**src/rtl/mips_pkg.sv**
```systemverilog
// Shared definitions for the MIPS datapath: register-zero address and writeback source ids.
package mips_pkg;

  localparam int unsigned REG_ZERO = 0;

  typedef enum logic {
    SRC_A = 1'b0,
    SRC_B = 1'b1
  } src_t;

endpackage

```
**src/rtl/wb_fifo.sv**
```systemverilog
// Small in-order writeback FIFO: circular buffer with wrap-bit pointers.
module wb_fifo #(
  parameter int unsigned Width = 37,
  parameter int unsigned Depth = 2
) (
  input  logic             clk,
  input  logic             rst,
  input  logic             push_i,
  input  logic [Width-1:0] wdata_i,
  input  logic             pop_i,
  output logic [Width-1:0] rdata_o,
  output logic             full_o,
  output logic             empty_o
);

  localparam int unsigned PtrW = $clog2(Depth);

  logic [PtrW:0]      wr_ptr_q, wr_ptr_d;
  logic [PtrW:0]      rd_ptr_q, rd_ptr_d;
  logic [Width-1:0]   mem_q [Depth];
  logic               do_push, do_pop;

  assign full_o  = (wr_ptr_q[PtrW] != rd_ptr_q[PtrW]) &&
                   (wr_ptr_q[PtrW-1:0] == rd_ptr_q[PtrW-1:0]);
  assign empty_o = (wr_ptr_q == rd_ptr_q);
  assign rdata_o = mem_q[rd_ptr_q[PtrW-1:0]];

  assign do_push = push_i && !full_o;
  assign do_pop  = pop_i && !empty_o;

  // Extra wrap bit makes the pointers count modulo 2*Depth.
  always_comb begin
    wr_ptr_d = wr_ptr_q;
    rd_ptr_d = rd_ptr_q;
    if (do_push) wr_ptr_d = wr_ptr_q + (PtrW + 1)'(1);
    if (do_pop)  rd_ptr_d = rd_ptr_q + (PtrW + 1)'(1);
  end

  always_ff @(posedge clk or negedge rst) begin
    if (!rst) begin
      wr_ptr_q <= '0;
      rd_ptr_q <= '0;
    end else begin
      wr_ptr_q <= wr_ptr_d;
      rd_ptr_q <= rd_ptr_d;
    end
  end

  always_ff @(posedge clk) begin
    if (do_push) mem_q[wr_ptr_q[PtrW-1:0]] <= wdata_i;
  end

endmodule

```
**src/rtl/regfile_wr_arbiter.sv**
```systemverilog
// Round-robin arbiter sharing the register file write port between ALU and load writeback.
module regfile_wr_arbiter
  import mips_pkg::*;
#(
  parameter int unsigned DATA_W     = 32,
  parameter int unsigned ADDR_W     = 5,
  parameter int unsigned FIFO_DEPTH = 2
) (
  input  logic              clk,
  input  logic              rst,
  input  logic              a_valid_i,
  output logic              a_ready_o,
  input  logic [ADDR_W-1:0] a_addr_i,
  input  logic [DATA_W-1:0] a_data_i,
  input  logic              b_valid_i,
  output logic              b_ready_o,
  input  logic [ADDR_W-1:0] b_addr_i,
  input  logic [DATA_W-1:0] b_data_i,
  output logic              rf_we_o,
  output logic [ADDR_W-1:0] rf_a3_o,
  output logic [DATA_W-1:0] rf_wd_o,
  output logic              idle_o
);

  localparam int unsigned EntW = ADDR_W + DATA_W;

  logic            a_full, a_empty, b_full, b_empty;
  logic [EntW-1:0] a_head, b_head, head;
  logic            grant_a, grant_b;
  src_t            last_grant_q, last_grant_d;

  logic              rf_we_q, rf_we_d;
  logic [ADDR_W-1:0] rf_a3_q, rf_a3_d;
  logic [DATA_W-1:0] rf_wd_q, rf_wd_d;

  // Ready is held low while in reset, otherwise driven purely by the FIFO pointers.
  assign a_ready_o = rst && !a_full;
  assign b_ready_o = rst && !b_full;

  wb_fifo #(
    .Width(EntW),
    .Depth(FIFO_DEPTH)
  ) u_fifo_a (
    .clk    (clk),
    .rst    (rst),
    .push_i (a_valid_i && a_ready_o),
    .wdata_i({a_addr_i, a_data_i}),
    .pop_i  (grant_a),
    .rdata_o(a_head),
    .full_o (a_full),
    .empty_o(a_empty)
  );

  wb_fifo #(
    .Width(EntW),
    .Depth(FIFO_DEPTH)
  ) u_fifo_b (
    .clk    (clk),
    .rst    (rst),
    .push_i (b_valid_i && b_ready_o),
    .wdata_i({b_addr_i, b_data_i}),
    .pop_i  (grant_b),
    .rdata_o(b_head),
    .full_o (b_full),
    .empty_o(b_empty)
  );

  always_ff @(posedge clk or negedge rst) begin
    if (!rst) last_grant_q <= SRC_B;
    else      last_grant_q <= last_grant_d;
  end

  always_comb begin
    last_grant_d = last_grant_q;
    if (grant_a)      last_grant_d = SRC_A;
    else if (grant_b) last_grant_d = SRC_B;
  end

  // On a tie the source that did not win last time is granted.
  always_comb begin
    grant_a = !a_empty && (b_empty || (last_grant_q == SRC_B));
    grant_b = !b_empty && !grant_a;
  end

  assign head = grant_a ? a_head : b_head;

  always_comb begin
    rf_we_d = 1'b0;
    rf_a3_d = rf_a3_q;
    rf_wd_d = rf_wd_q;
    if (grant_a || grant_b) begin
      rf_a3_d = head[EntW-1:DATA_W];
      rf_wd_d = head[DATA_W-1:0];
      rf_we_d = (head[EntW-1:DATA_W] != ADDR_W'(REG_ZERO));
    end
  end

  always_ff @(posedge clk or negedge rst) begin
    if (!rst) begin
      rf_we_q <= 1'b0;
      rf_a3_q <= '0;
      rf_wd_q <= '0;
    end else begin
      rf_we_q <= rf_we_d;
      rf_a3_q <= rf_a3_d;
      rf_wd_q <= rf_wd_d;
    end
  end

  assign rf_we_o = rf_we_q;
  assign rf_a3_o = rf_a3_q;
  assign rf_wd_o = rf_wd_q;
  assign idle_o  = a_empty && b_empty && !rf_we_q;

endmodule
```
**config.mk**
```make
export PLATFORM = sky130hd
export DESIGN_NAME = regfile_wr_arbiter
export DESIGN_NICKNAME = d
export VERILOG_FILES = /design/src/rtl/mips_pkg.sv /design/src/rtl/wb_fifo.sv /design/src/rtl/regfile_wr_arbiter.sv
export SDC_FILE = /design/constraint.sdc
export NUM_CORES = 1
export LEC_CHECK = 0
export ABC_CLOCK_PERIOD_IN_PS = 8270
export CAP_MARGIN = 25
export CORE_MARGIN = 2
export CORE_UTILIZATION = 50
export CTS_BUF_LIST = sky130_fd_sc_hd__clkbuf_4
export DETAILED_ROUTE_END_ITERATION = 8
export GPL_ROUTABILITY_DRIVEN = 0
export PLACE_DENSITY = 0.75
export SYNTH_ARGS = -nofsm -noshare
export SYNTH_HDL_FRONTEND = slang
export SYNTH_SLANG_ARGS = --single-unit
export TNS_END_PERCENT = 100
```
**constraint.sdc**
```tcl
create_clock -name clk -period 8.27 [get_ports clk]
set_input_delay 1.654 -clock clk [delete_from_list [all_inputs] [get_ports clk]]
set_output_delay 1.654 -clock clk [all_outputs]
set_load 0.03 [all_outputs]
```
# After elaboration in Yosys (flattened, before gate mapping)
# Memory sizes are Yosys's and may differ from the RTL's.
# Cells that the tools add are included.
dict set report totals {
  inputBits 78
  ram_bits 148
  ff_bits 47
  n_memories 2
}
dict set report classes {
  reduce_logical 24
  n_eq_ne 6
  n_mux 8
  add_sub_neg 4
}
# name depth word_bits read_ports rd_clocked_by_memory_dff write_ports line_no
set mem_list {}
lappend mem_list {u_fifo_a.mem_q 2 37 1 0 1 wb_fifo.sv:20} ;# logic [Width-1:0] mem_q [Depth];
lappend mem_list {u_fifo_b.mem_q 2 37 1 0 1 wb_fifo.sv:20}
# cell n
set op_table {}
lappend op_table {{37-bit 2-to-1 mux} 1}
lappend op_table {{1-bit logical AND} 14}
lappend op_table {{2-bit by 1-bit adder with 2-bit output (second input constant)} 4}
lappend op_table {{1-bit 2-to-1 mux} 7}
lappend op_table {{1-bit logical NOT} 6}
lappend op_table {{5-bit nonzero test} 1}
lappend op_table {{2-bit == test} 2}
lappend op_table {{1-bit == test} 2}
lappend op_table {{1-bit logical OR} 2}
lappend op_table {{1-bit inequality test} 2}
lappend op_table {{2-bit nonzero test} 1}

# Depth between registers and ports, before layout
dict set report logic_depth {
  depth_word 8
  depth_mapped 6
}

# By module
# From an unflattened synthesis, not the netlist that was laid out.
dict set report unflattened {
  cells_unflattened 509
  area_unflattened_um2 8572.0
}
# module cells_each instances area_per_inst_um2
set by_module_without_submodules {}
lappend by_module_without_submodules {wb_fifo 143 2 2961.6}
lappend by_module_without_submodules {regfile_wr_arbiter 223 1 2648.8}

# Worst setup path before layout
# OpenSTA, ideal clock, no wires.
dict set report synth_path {
  path_kind {input-to-reg}
  start {in rst}
  end {mem u_fifo_a.mem_q[0][0] (enable)}
  cell_stages 3
  setup_ps 431
  t_required_ps 7839
  arrival_time_ps 4273
  path_slack_ps 3566
  cell_sequence {a21boi_0 nand2_1 nor2_1}
}
dict set report synth_between {
  elab_chain_cells 5
}
# element line_no
set synth_lines {}
lappend synth_lines {{start, declared} regfile_wr_arbiter.sv:10} ;# input logic rst,
lappend synth_lines {{1-bit logical AND} regfile_wr_arbiter.sv:37} ;# assign a_ready_o = rst && !a_full;
lappend synth_lines {{1-bit logical AND} regfile_wr_arbiter.sv:46} ;# .push_i (a_valid_i && a_ready_o),
lappend synth_lines {{1-bit logical AND} wb_fifo.sv:28} ;# assign do_push = push_i && !full_o;
lappend synth_lines {{1-bit 2-to-1 mux} wb_fifo.sv:50} ;# if (do_push) mem_q[wr_ptr_q[PtrW-1:0]] <= wdata_i;
lappend synth_lines {{1-bit 2-to-1 mux (implied by the code)} wb_fifo.sv:50}
lappend synth_lines {{end, declared} wb_fifo.sv:20}
# Every way passes these cells.

# Worst setup path in the final report
dict set report layout_path {
  start {reg u_fifo_b.wr_ptr_q[0]}
  end {out idle_o}
}
dict set report layout_between {
  elab_chain_cells 3
}
# element line_no
set layout_lines {}
lappend layout_lines {{start, declared} wb_fifo.sv:18} ;# logic [PtrW:0] wr_ptr_q, wr_ptr_d;
lappend layout_lines {{start signal, assigned} wb_fifo.sv:44} ;# wr_ptr_q <= wr_ptr_d;
lappend layout_lines {{2-bit == test} wb_fifo.sv:25} ;# assign empty_o = (wr_ptr_q == rd_ptr_q);
lappend layout_lines {{1-bit logical AND (2 in a row)} regfile_wr_arbiter.sv:113} ;# assign idle_o = a_empty && b_empty && !rf_we_q;
lappend layout_lines {{end, declared} regfile_wr_arbiter.sv:22} ;# output logic idle_o
# Every way passes these cells.

==> metrics.csv <==
metric,value,unit
status,"finished, final reports clean",
grt_pass1_vias,4844,
hp-class,reg -> reg,
drv_cap,0,
arrival,3.21,ns
dieArea,0.0169,mm^2
setup_viol,0,
endpoint_kind,primary output,
grt_max_degree,46,
dp_hpwl,10400,um
synth.avg_cell_area,15.9,um^2
insertion_delay,0.57,ns
top_usage_layer,met2,
start_util,50.6,%
port_buffers,118,
pwr-share-comb,50.4,%
cts_root_buf,clkbuf_4,
tightest_slew,0.984,ns
place_ws,3.43,ns
ys.flop_type,edfxtp_1,
route.detailed.drc,0,
ant_nets,0,
p_leak,3.38,nW
die_width,130,um
use_met3,4.76,%
fin_hold_ws,0.498,ns
min_period,4.86,ns
p_switching,1.68,mW
met2_usage,35.1,%
seq_power_share,38.3,%
rsz0062_at_grt,no,
path_class,reg -> out,
finalClockSkew,0.0180,ns
power,3.92,mW
synth-seq-area-share,70.7,%
fmaxAchievable,206,MHz
min_period_over_period,58.8,%
drive_above_1_share,13.1,%
synthTopCellsByArea,"edfxtp_1 56%, dfrtp_1 14%, mux2i_1 9.3%",
fin_area,0.00957,mm^2
ys_ff_latch,195,
hold_viol,0,
die_h,130,um
finalSetupTns,0,ns
critPathRequiredTime,6.62,ns
irDropWorstVdd,0.235,mV
h-tree-depth,4,
worst_slack,3.41,ns
synth_edf_count,148,
ios,119,
globalRouteMet1Util,25.2,%
core_region_area,0.0157,mm^2
drt-initial-drc-count,335,
post-route-util,60.9,%
yosysMostFrequentCell,edfxtp_1,
grt_overflow_total,0,
final_cells,841,
nNetsFinal,689,
yosys_warnings,0,
grt_first_pass_wirelength,25200,um
swShare,42.9,%
dr.pass1.iters,5,
cts_setup_buffers,0,
clkPwrFrac,11.3,%
start_kind,register,
wl,16300,um
cts_inserted_buffers,17,
synth.distinct_cells,35,
post-place-cells,807,
cts.sinks,195,
cts_resized,0,
post_drt_wl_per_cell,19.4,um
fp-row-count,46,
synth_top_cell_area_share,55.9,%
synth_nets,578,
synth_top_area_cell,edfxtp_1,
cts_buffer_depth,2,
dr_total_vias,4675,
tritoncts,done,
ys_async_sr_fraction,24.1,%
synthCells,500,
syn_to_final_growth,20.4,%
path_clk_slew,0.15,ns
internal-power,2.24,mW
critPathMaxFanout,40,
drv_slew,0,
antenna_found_initial,1,
vias_per_cell,5.56,
placed_area,0.00931,mm^2
synth_common_cells,"148 x edfxtp_1, 74 x mux2i_1, 65 x o21ai_0",
maxSlewHeadroom,34.4,%
power_density,409,mW/mm^2
synth_area,0.00795,mm^2
grtUsageTotal,20.3,%
holdBufCountCts,0,
==> layout make-up <==
type | instances | area, um^2
tap | 216 | 270
clock inverter | 13 | 93.8
fill | 1189 | 6140
timing repair buffer | 125 | 1260
antenna | 1 | 2.50
sequential | 195 | 5620
multi-input combinational | 272 | 2180
clock buffer | 19 | 143
==> path summary, 6_finish.rpt <==
kind,start,endpoint,slack [ns],cells past startpoint
worst max-delay path,u_fifo_b.wr_ptr_q[0],idle_o,3.41,4
worst min-delay path,u_fifo_a.wr_ptr_q[1],u_fifo_a.wr_ptr_q[1],0.50,1
worst max register to register,u_fifo_a.rd_ptr_q[0],u_fifo_a.mem_q[1][4],5.48,4
worst min register to register,u_fifo_a.wr_ptr_q[1],u_fifo_a.wr_ptr_q[1],0.50,1
max in group asynchronous,rst,rf_wd_o[4],6.41,2
min in group asynchronous,rst,u_fifo_b.wr_ptr_q[0],1.01,1
==> power groups by stage <==
stage	Sequential [mW]	Clock, mW	Combinational (mW)
global route	1.52	0.494	2.14
finish	1.50	0.443	1.97
floorplan	1.63	0	1.32
detailed placement	1.52	0	1.98
CTS	1.50	0.455	1.99
global placement	1.51	0	1.90
==> routing by layer <==
layer | part of all wire, % | wire, um
met1 | 41 | 6740
met2 | 52 | 8430
met3 | 5.7 | 920
met4 | 1.2 | 189
met5 | 0 | 0
==> cell usage in the layout (no fill, tap or decap), types with 4 or more instances in the layout <==
cell	instances
a21oi_1	4
a221oi_1	7
a221oi_2	30
buf_4	5
clkbuf_4	19
clkdlybuf4s50_1	117
clkinv_1	6
dfrtp_1	44
edfxtp_1	148
mux2i_1	74
nor2_1	42
nor2_4	4
o21ai_0	65
o21ai_1	9
xnor2_1	5
xor2_1	4
==> state kept, by name, summed over array words and instances (netlist names) <==
name               count
rf_we_o                1
rf_wd_o               32
u_fifo_b.wr_ptr_q      2
rf_a3_o                5
last_grant_q           1
u_fifo_a.wr_ptr_q      2
u_fifo_b.mem_q        74
u_fifo_b.rd_ptr_q      2
u_fifo_a.mem_q        74
u_fifo_a.rd_ptr_q      2
==> critical path: stages, from the launching register on <==
cell and delay [ns]:
dfrtp_1 0.59, xnor2_2 0.35, nand2_2 0.52, nor4_1 0.42, clkdlybuf4s50_1 0.74
==> cells by family (layout without fill, tap and decap cells) <==
| family | after synthesis | after routing | share of synthesized area, % |
|---|---|---|---|
| other | 0 | 1 | 0 |
| buffers and inverters | 33 | 157 | 2.58 |
| AND/OR/NAND/NOR | 60 | 60 | 3.34 |
| XOR/XNOR | 13 | 13 | 1.72 |
| multiplexers | 75 | 75 | 9.46 |
| flip-flops | 195 | 195 | 70.7 |
| AO/OA/AOI/OAI | 124 | 124 | 12.2 |
Power figures use the tool's default switching activity.
